`config.mk`:
```
export PLATFORM = sky130hd
export DESIGN_NAME = i2c_cmd_sequencer_flat
export DESIGN_NICKNAME = d
export VERILOG_FILES = /design/src/rtl/i2c_cmd_sequencer_if.sv /design/src/rtl/i2c_cmd_sequencer.sv /design/src/flat_wrapper.sv
export SDC_FILE = /design/constraint.sdc
export NUM_CORES = 1
export LEC_CHECK = 0
export ABC_AREA = 0
export BUFFER_PORTS_ARGS = -buffer_cell sky130_fd_sc_hd__buf_2
export CAP_MARGIN = 20
export CELL_PAD_IN_SITES_DETAIL_PLACEMENT = 1
export CELL_PAD_IN_SITES_GLOBAL_PLACEMENT = 1
export CORE_ASPECT_RATIO = 1.2
export CORE_UTILIZATION = 51
export CTS_CLUSTER_DIAMETER = 60
export DETAILED_ROUTE_END_ITERATION = 10
export PLACE_DENSITY = 0.93
export SLEW_MARGIN = 20
export SYNTH_ARGS = -nofsm -noshare
export SYNTH_HDL_FRONTEND = slang
export SYNTH_SLANG_ARGS = --single-unit
```
`constraint.sdc`:
```
create_clock -name clk -period 5.2 [get_ports clk]
set_input_delay 0.52 -clock clk [delete_from_list [all_inputs] [get_ports clk]]
set_output_delay 0.52 -clock clk [all_outputs]
set_load 0.05 [all_outputs]
```
`src/rtl/i2c_cmd_sequencer_if.sv`:
```
// Command and response handshake bundle between a requester and the I2C command sequencer.
interface i2c_cmd_sequencer_if;
  logic       cmd_valid;
  logic       cmd_ready;
  logic       cmd_rw;
  logic [6:0] cmd_slave_addr;
  logic [6:0] cmd_reg_addr;
  logic [7:0] cmd_wdata;
  logic       rsp_valid;
  logic       rsp_ready;
  logic       rsp_rw;
  logic [7:0] rsp_data;
  logic       rsp_err;

  modport slave (
    input  cmd_valid, cmd_rw, cmd_slave_addr, cmd_reg_addr, cmd_wdata, rsp_ready,
    output cmd_ready, rsp_valid, rsp_rw, rsp_data, rsp_err
  );

  modport master (
    output cmd_valid, cmd_rw, cmd_slave_addr, cmd_reg_addr, cmd_wdata, rsp_ready,
    input  cmd_ready, rsp_valid, rsp_rw, rsp_data, rsp_err
  );
endinterface

```
`src/rtl/i2c_cmd_sequencer.sv`:
```
// Buffers I2C register commands in a FIFO, issues them one at a time to the I2C master,
// and returns one response per command; a watchdog turns a hung transfer into an error.
module i2c_cmd_sequencer #(
  parameter int FIFO_DEPTH     = 4,
  parameter int TIMEOUT_CYCLES = 4096
) (
  input  logic                        clk,
  input  logic                        rst,
  i2c_cmd_sequencer_if.slave          bus,
  output logic                        m_start,
  output logic                        m_read_write,
  output logic [6:0]                  m_slave_addr,
  output logic [6:0]                  m_reg_addr,
  output logic [7:0]                  m_data_in,
  input  logic                        m_busy,
  input  logic                        m_done,
  input  logic [7:0]                  m_data_out,
  output logic [$clog2(FIFO_DEPTH):0] fifo_level,
  output logic                        idle
);
  localparam int AW = $clog2(FIFO_DEPTH);
  localparam int LW = AW + 1;
  localparam int WW = $clog2(TIMEOUT_CYCLES);

  localparam logic [2:0] S_IDLE      = 3'd0;
  localparam logic [2:0] S_ISSUE     = 3'd1;
  localparam logic [2:0] S_WAIT_BUSY = 3'd2;
  localparam logic [2:0] S_WAIT_DONE = 3'd3;
  localparam logic [2:0] S_RESP      = 3'd4;

  localparam logic [AW-1:0] PTR_ZERO  = AW'(0);
  localparam logic [AW-1:0] PTR_ONE   = AW'(1);
  localparam logic [LW-1:0] LVL_ZERO  = LW'(0);
  localparam logic [LW-1:0] LVL_ONE   = LW'(1);
  localparam logic [LW-1:0] LVL_FULL  = LW'(FIFO_DEPTH);
  localparam logic [WW-1:0] WDOG_ZERO = WW'(0);
  localparam logic [WW-1:0] WDOG_ONE  = WW'(1);
  localparam logic [WW-1:0] WDOG_LOAD = WW'(TIMEOUT_CYCLES - 1);

  // Entries and the in-flight command are packed as {rw, slave_addr, reg_addr, wdata}.
  logic [22:0]   mem_q [FIFO_DEPTH];
  logic [22:0]   head_s;
  logic [AW-1:0] wptr_q, wptr_d, rptr_q, rptr_d;
  logic [LW-1:0] level_q, level_d;
  logic [WW-1:0] wdog_q, wdog_d;
  logic [2:0]    state_q, state_d;
  logic [22:0]   m_cmd_q, m_cmd_d;
  logic [9:0]    rsp_q, rsp_d;
  logic          m_start_q, m_start_d;
  logic          rsp_valid_q, rsp_valid_d;
  logic          cmd_ready_q, cmd_ready_d;
  logic          idle_q, idle_d;
  logic          push_s, pop_s;

  // Next-state, FIFO bookkeeping and response capture.
  always_comb begin
    state_d = state_q;
    wdog_d  = wdog_q;
    m_cmd_d = m_cmd_q;
    rsp_d   = rsp_q;
    head_s  = mem_q[rptr_q];
    push_s  = bus.cmd_valid & cmd_ready_q;
    pop_s   = 1'b0;

    case (state_q)
      S_IDLE: begin
        // Never start while another user of the master is still active.
        if ((level_q != LVL_ZERO) && !m_busy) begin
          pop_s   = 1'b1;
          m_cmd_d = head_s;
          state_d = S_ISSUE;
        end else begin
          state_d = S_IDLE;
        end
      end
      S_ISSUE: begin
        wdog_d  = WDOG_LOAD;
        state_d = S_WAIT_BUSY;
      end
      S_WAIT_BUSY, S_WAIT_DONE: begin
        // A done in the expiry cycle still counts as success.
        if (m_done) begin
          rsp_d   = {m_cmd_q[22], (m_cmd_q[22] ? m_data_out : 8'h00), 1'b0};
          wdog_d  = WDOG_ZERO;
          state_d = S_RESP;
        end else if (wdog_q == WDOG_ZERO) begin
          rsp_d   = {m_cmd_q[22], 8'h00, 1'b1};
          state_d = S_RESP;
        end else begin
          wdog_d = wdog_q - WDOG_ONE;
          if (m_busy || (state_q == S_WAIT_DONE)) begin
            state_d = S_WAIT_DONE;
          end else begin
            state_d = S_WAIT_BUSY;
          end
        end
      end
      S_RESP: begin
        if (bus.rsp_ready) begin
          state_d = S_IDLE;
        end else begin
          state_d = S_RESP;
        end
      end
      default: begin
        state_d = S_IDLE;
      end
    endcase

    if (push_s) begin
      wptr_d = wptr_q + PTR_ONE;
    end else begin
      wptr_d = wptr_q;
    end
    if (pop_s) begin
      rptr_d = rptr_q + PTR_ONE;
    end else begin
      rptr_d = rptr_q;
    end
    case ({push_s, pop_s})
      2'b10:   level_d = level_q + LVL_ONE;
      2'b01:   level_d = level_q - LVL_ONE;
      default: level_d = level_q;
    endcase

    m_start_d   = (state_d == S_ISSUE);
    rsp_valid_d = (state_d == S_RESP);
    cmd_ready_d = (level_d != LVL_FULL);
    idle_d      = (level_d == LVL_ZERO) && (state_d == S_IDLE);
  end

  // Control state and registered outputs.
  always_ff @(posedge clk) begin
    if (rst) begin
      state_q     <= S_IDLE;
      wptr_q      <= PTR_ZERO;
      rptr_q      <= PTR_ZERO;
      level_q     <= LVL_ZERO;
      wdog_q      <= WDOG_ZERO;
      m_cmd_q     <= 23'd0;
      rsp_q       <= 10'd0;
      m_start_q   <= 1'b0;
      rsp_valid_q <= 1'b0;
      cmd_ready_q <= 1'b1;
      idle_q      <= 1'b1;
    end else begin
      state_q     <= state_d;
      wptr_q      <= wptr_d;
      rptr_q      <= rptr_d;
      level_q     <= level_d;
      wdog_q      <= wdog_d;
      m_cmd_q     <= m_cmd_d;
      rsp_q       <= rsp_d;
      m_start_q   <= m_start_d;
      rsp_valid_q <= rsp_valid_d;
      cmd_ready_q <= cmd_ready_d;
      idle_q      <= idle_d;
    end
  end

  // FIFO storage; emptiness is tracked by the pointers, so the array needs no reset.
  always_ff @(posedge clk) begin
    if (push_s) begin
      mem_q[wptr_q] <= {bus.cmd_rw, bus.cmd_slave_addr, bus.cmd_reg_addr, bus.cmd_wdata};
    end
  end

  assign bus.cmd_ready = cmd_ready_q;
  assign bus.rsp_valid = rsp_valid_q;
  assign bus.rsp_rw    = rsp_q[9];
  assign bus.rsp_data  = rsp_q[8:1];
  assign bus.rsp_err   = rsp_q[0];
  assign m_start       = m_start_q;
  assign m_read_write  = m_cmd_q[22];
  assign m_slave_addr  = m_cmd_q[21:15];
  assign m_reg_addr    = m_cmd_q[14:8];
  assign m_data_in     = m_cmd_q[7:0];
  assign fifo_level    = level_q;
  assign idle          = idle_q;
endmodule

```
`src/flat_wrapper.sv`:
```
// flat-port wrapper written by rule: the top's interface ports become plain ports
module i2c_cmd_sequencer_flat 
#(
  parameter int FIFO_DEPTH     = 4,
  parameter int TIMEOUT_CYCLES = 4096
)
  (clk, rst, m_start, m_read_write, m_slave_addr, m_reg_addr, m_data_in, m_busy, m_done, m_data_out, fifo_level, idle, bus_cmd_valid, bus_cmd_rw, bus_cmd_slave_addr, bus_cmd_reg_addr, bus_cmd_wdata, bus_rsp_ready, bus_cmd_ready, bus_rsp_valid, bus_rsp_rw, bus_rsp_data, bus_rsp_err);
  i2c_cmd_sequencer_if bus_i ();
  input  logic clk;
  input  logic rst;
  output logic m_start;
  output logic m_read_write;
  output logic [6:0] m_slave_addr;
  output logic [6:0] m_reg_addr;
  output logic [7:0] m_data_in;
  input  logic m_busy;
  input  logic m_done;
  input  logic [7:0] m_data_out;
  output logic [$clog2(FIFO_DEPTH):0] fifo_level;
  output logic idle;
  input wire logic [$bits(bus_i.cmd_valid)-1:0] bus_cmd_valid;
  input wire logic [$bits(bus_i.cmd_rw)-1:0] bus_cmd_rw;
  input wire logic [$bits(bus_i.cmd_slave_addr)-1:0] bus_cmd_slave_addr;
  input wire logic [$bits(bus_i.cmd_reg_addr)-1:0] bus_cmd_reg_addr;
  input wire logic [$bits(bus_i.cmd_wdata)-1:0] bus_cmd_wdata;
  input wire logic [$bits(bus_i.rsp_ready)-1:0] bus_rsp_ready;
  output wire logic [$bits(bus_i.cmd_ready)-1:0] bus_cmd_ready;
  output wire logic [$bits(bus_i.rsp_valid)-1:0] bus_rsp_valid;
  output wire logic [$bits(bus_i.rsp_rw)-1:0] bus_rsp_rw;
  output wire logic [$bits(bus_i.rsp_data)-1:0] bus_rsp_data;
  output wire logic [$bits(bus_i.rsp_err)-1:0] bus_rsp_err;
  assign bus_i.cmd_valid = bus_cmd_valid;
  assign bus_i.cmd_rw = bus_cmd_rw;
  assign bus_i.cmd_slave_addr = bus_cmd_slave_addr;
  assign bus_i.cmd_reg_addr = bus_cmd_reg_addr;
  assign bus_i.cmd_wdata = bus_cmd_wdata;
  assign bus_i.rsp_ready = bus_rsp_ready;
  assign bus_cmd_ready = bus_i.cmd_ready;
  assign bus_rsp_valid = bus_i.rsp_valid;
  assign bus_rsp_rw = bus_i.rsp_rw;
  assign bus_rsp_data = bus_i.rsp_data;
  assign bus_rsp_err = bus_i.rsp_err;
  i2c_cmd_sequencer #(.FIFO_DEPTH(FIFO_DEPTH), .TIMEOUT_CYCLES(TIMEOUT_CYCLES)) u_core (.clk(clk), .rst(rst), .bus(bus_i), .m_start(m_start), .m_read_write(m_read_write), .m_slave_addr(m_slave_addr), .m_reg_addr(m_reg_addr), .m_data_in(m_data_in), .m_busy(m_busy), .m_done(m_done), .m_data_out(m_data_out), .fifo_level(fifo_level), .idle(idle));
endmodule
```
==> summary.md <==
| Metric | Value |
|---|---|
| Via-per-instance ratio | `5.79` |
| Reg2reg start | `u_core.state_q[2]` |
| CP endpoint | `u_core.bus.cmd_ready` |
| # rows | `42` |
| Nets | `552` |
| Initial antenna violation count | `1` |
| Final wirelength | `15,400 um` |
| Tmin final | `3.67 ns` |
| Post-synth EDFFs | `92` |
| Synth top area share | `46.5%` |
| Largest net degree at the start of global routing | `62` |
| CTS Buf Count | `17` |
| Yosys Warn Count | `0` |
| Root Buffer | `clkbuf_16` |
| Setup CP Type | `reg -> reg` |
| Status | `finished clean` |
| HP Class | `in -> reg` |
| Clock Pin Slew Worst Setup and Hold Paths | `0.07 ns` |
| DRC errors left | `0` |
| Synth area leaders | `edfxtp_1 (47%), dfxtp_1 (20%), mux4_2 (8.7%)` |
| H-tree depth | `4` |
| FMAX | `272 MHz` |
| Clock Power Share | `28.7%` |
| Total chip power | `0.00418 W` |
| CP Launch Point | `u_core.state_q[2]` |
| Primary FF master, synth | `edfxtp_1` |
| Post-CTS Setup Repair Bufs | `0` |
| DIE HEIGHT | `120 um` |
| CP arrival | `3.96 ns` |
| Ys async rst share | `0%` |
| Peak VDD IR | `451 uV` |
| DRT antenna net count | `0` |
| Routed vias | `3,910` |
| Cell taking the most area after synthesis | `edfxtp_1` |
| Core footprint | `11,200 sq um` |
| First-pass DRT Iterations | `5` |
| Yosys reg bits | `151` |
| CP Capture Type | `flip-flop` |
| Max Cap Viol | `0` |
| LEAKAGE | `2.59 nW` |
| Gpl congestion | `0.809` |
| RSZ-0062 raised after global routing | `false` |
| Reg-to-reg slack, setup | `1.53 ns` |
| Util after Layout | `63.0%` |
| CTS Sinks | `151` |
| Clk Latency, worst-skew pair | `0.42 ns` |
| GRT Util Overall | `27.8%` |
| Final hold vios | `0` |
| Library cells used by synthesis | `49` |
| DR iter-0 viols | `318` |
| Seq pwr share | `40.4%` |
| Die ar. | `12,100 sq um` |
| Worst Skew | `0.00753 ns` |
| Hold_buf cts | `0` |
| Bufs on Longest Clock Path | `2` |
| Syn Nets | `475` |
| Sw Ratio | `38.5%` |
| Worst r2r dst | `u_core.bus.cmd_ready` |
| Avg WL per Cell | `22.8 um` |
| Sum of negative setup slack | `0 ns` |
| Sequential share of the synthesized area | `66.4%` |
| Post-DP HPWL | `9200 um` |
| Number of global-route vias before repair | `4,367` |
| # diodes | `0` |
| Initial core utilization | `53.0%` |
| Combinational power share | `30.9%` |
| Final worst slack | `1.53 ns` |
| Power Density | `593 nW/um^2` |
| Measured slew at the worst slew-check pin | `1.01 ns` |
| Final worst-path cycle share | `70.6%` |
| TritonCTS clock tree | `done` |
| Crit Path Max Fanout | `25` |
| Switching pwr | `0.00161 W` |
| P_int | `0.00257 W` |
| Slew headroom | `32.3%` |
| Setup crit start kind | `flip-flop` |
| PostCTS Resize Cnt | `0` |
| Netlist Area Pre-Place | `5940 sq um` |
| Area grow syn2layout | `18.7%` |
| Finish-stage setup viols | `0` |
| Syn avg cell area | `13.8 sq um` |
| Worst path required time | `5.49 ns` |
| Place WS | `1.42 ns` |
| Die Width | `100 um` |
| Slew Viols, Final | `0` |
| Global-route wire length before repair | `24,300 um` |
| Total gr overflow | `0` |
| Most instantiated cells after synthesis | `edfxtp_1 (92), nand2_1 (65), dfxtp_1 (59)` |
| Share of cells above drive strength 1 | `29.2%` |
| Number of port buffers | `76` |
| I/O pins | `77` |
| R2r worst-path depth | `10` |
| Most common cell in the netlist | `edfxtp_1` |
| Syn Inst Count | `431` |
==> layout by cell type, fill, tap and decap left out, drive strengths merged, types with 4 or more instances in the layout <==
cell and count:
ha 6, nand2b 11, a211oi 6, clkbuf 17, nor2 13, a221oi 6, o21ai 4, a21oi 39
a31oi 5, edfxtp 92, and3 4, nor3 11, mux2i 9, mux4 23, buf 80, nand2 65
dfxtp 59, inv 25
==> logic make-up (layout without fill, tap and decap cells) <==
kind of cell	count (synthesis)	in the layout	share of synthesized area, %
muxes	32	32	10.2
buffers and inverters	35	125	2.34
xor gates and xnor gates	6	6	0.885
AOI/OAI and AO/OA	76	76	8.39
DFF	151	151	66.4
adders and majority gates	7	7	1.60
and+or+nand+nor	124	124	10.1
==> critical path, cell delays in order, from the launching register on <==
cell	delay [ns]
dfxtp_1	0.38
nor4_1	0.61
o31ai_4	0.28
buf_6	0.24
inv_2	0.37
ha_1	0.29
inv_1	0.07
fa_1	0.48
nor2b_1	0.18
a22o_1	0.17
or3b_2	0.46
==> worst min path at each step <==
stage	endpoint	from	slack (ns)	depth (start not counted)
6_report	u_core.mem_q[3][7]	bus_cmd_wdata[7]	0.32	1
5_1_grt	u_core.mem_q[3][11]	bus_cmd_reg_addr[3]	0.30	1
4_1_cts	u_core.mem_q[3][11]	bus_cmd_reg_addr[3]	0.31	1
3_5_place_dp	u_core.m_cmd_q[5]	u_core.m_cmd_q[5]	0.46	2
3_3_place_gp	u_core.m_cmd_q[21]	u_core.m_cmd_q[21]	0.44	2
2_1_floorplan	u_core.wptr_q[1]	u_core.wptr_q[1]	0.47	2
==> power groups by stage <==
stage / combinational, W / sequential (W) / clock, W
4_1_cts: 0.00128 / 0.00169 / 0.00121
6_report: 0.00129 / 0.00169 / 0.00120
2_1_floorplan: 0.000765 / 0.00183 / 0
3_5_place_dp: 0.00125 / 0.00170 / 0
3_3_place_gp: 0.00117 / 0.00168 / 0
5_1_grt: 0.00138 / 0.00172 / 0.00126
==> metrics by stage <==
step	hold slack [ns]	cell area (sq um)	instances
2_1_floorplan	0.469	5940	431
3_3_place_gp	0.441	6460	642
3_5_place_dp	0.464	6460	642
4_1_cts	0.307	7030	674
5_1_grt	0.303	7050	675
6_report	0.315	7050	675
==> state kept, by name, indices dropped and copies added, names as in the netlist <==
name                  cells
u_core.m_cmd_q           23
u_core.wdog_q            12
u_core.state_q            3
u_core.rptr_q             2
u_core.rsp_q             10
u_core.bus.cmd_ready      1
u_core.idle               1
u_core.fifo_level         3
u_core.wptr_q             2
u_core.bus.rsp_valid      1
u_core.mem_q             92
u_core.m_start            1
==> layout make-up <==
class / count / area [sq um]
Inverter: 13 / 48.8
Multi-Input combinational cell: 245 / 1870
Timing Repair Buffer: 80 / 417
Tap cell: 154 / 193
Clock buffer: 17 / 425
Clock inverter: 15 / 149
Fill cell: 1057 / 4150
Sequential cell: 151 / 3950
==> layer usage <==
layer | up-vias | track usage (%) | part of all wire (%)
li1 | 1777 | - | -
met1 | 1974 | 31.4 | 37
met2 | 133 | 49.4 | 55
met3 | 26 | 7.57 | 5.1
met4 | 0 | 11.1 | 2.0
met5 | - | 0 | 0
(Power assumes the default switching activity.)
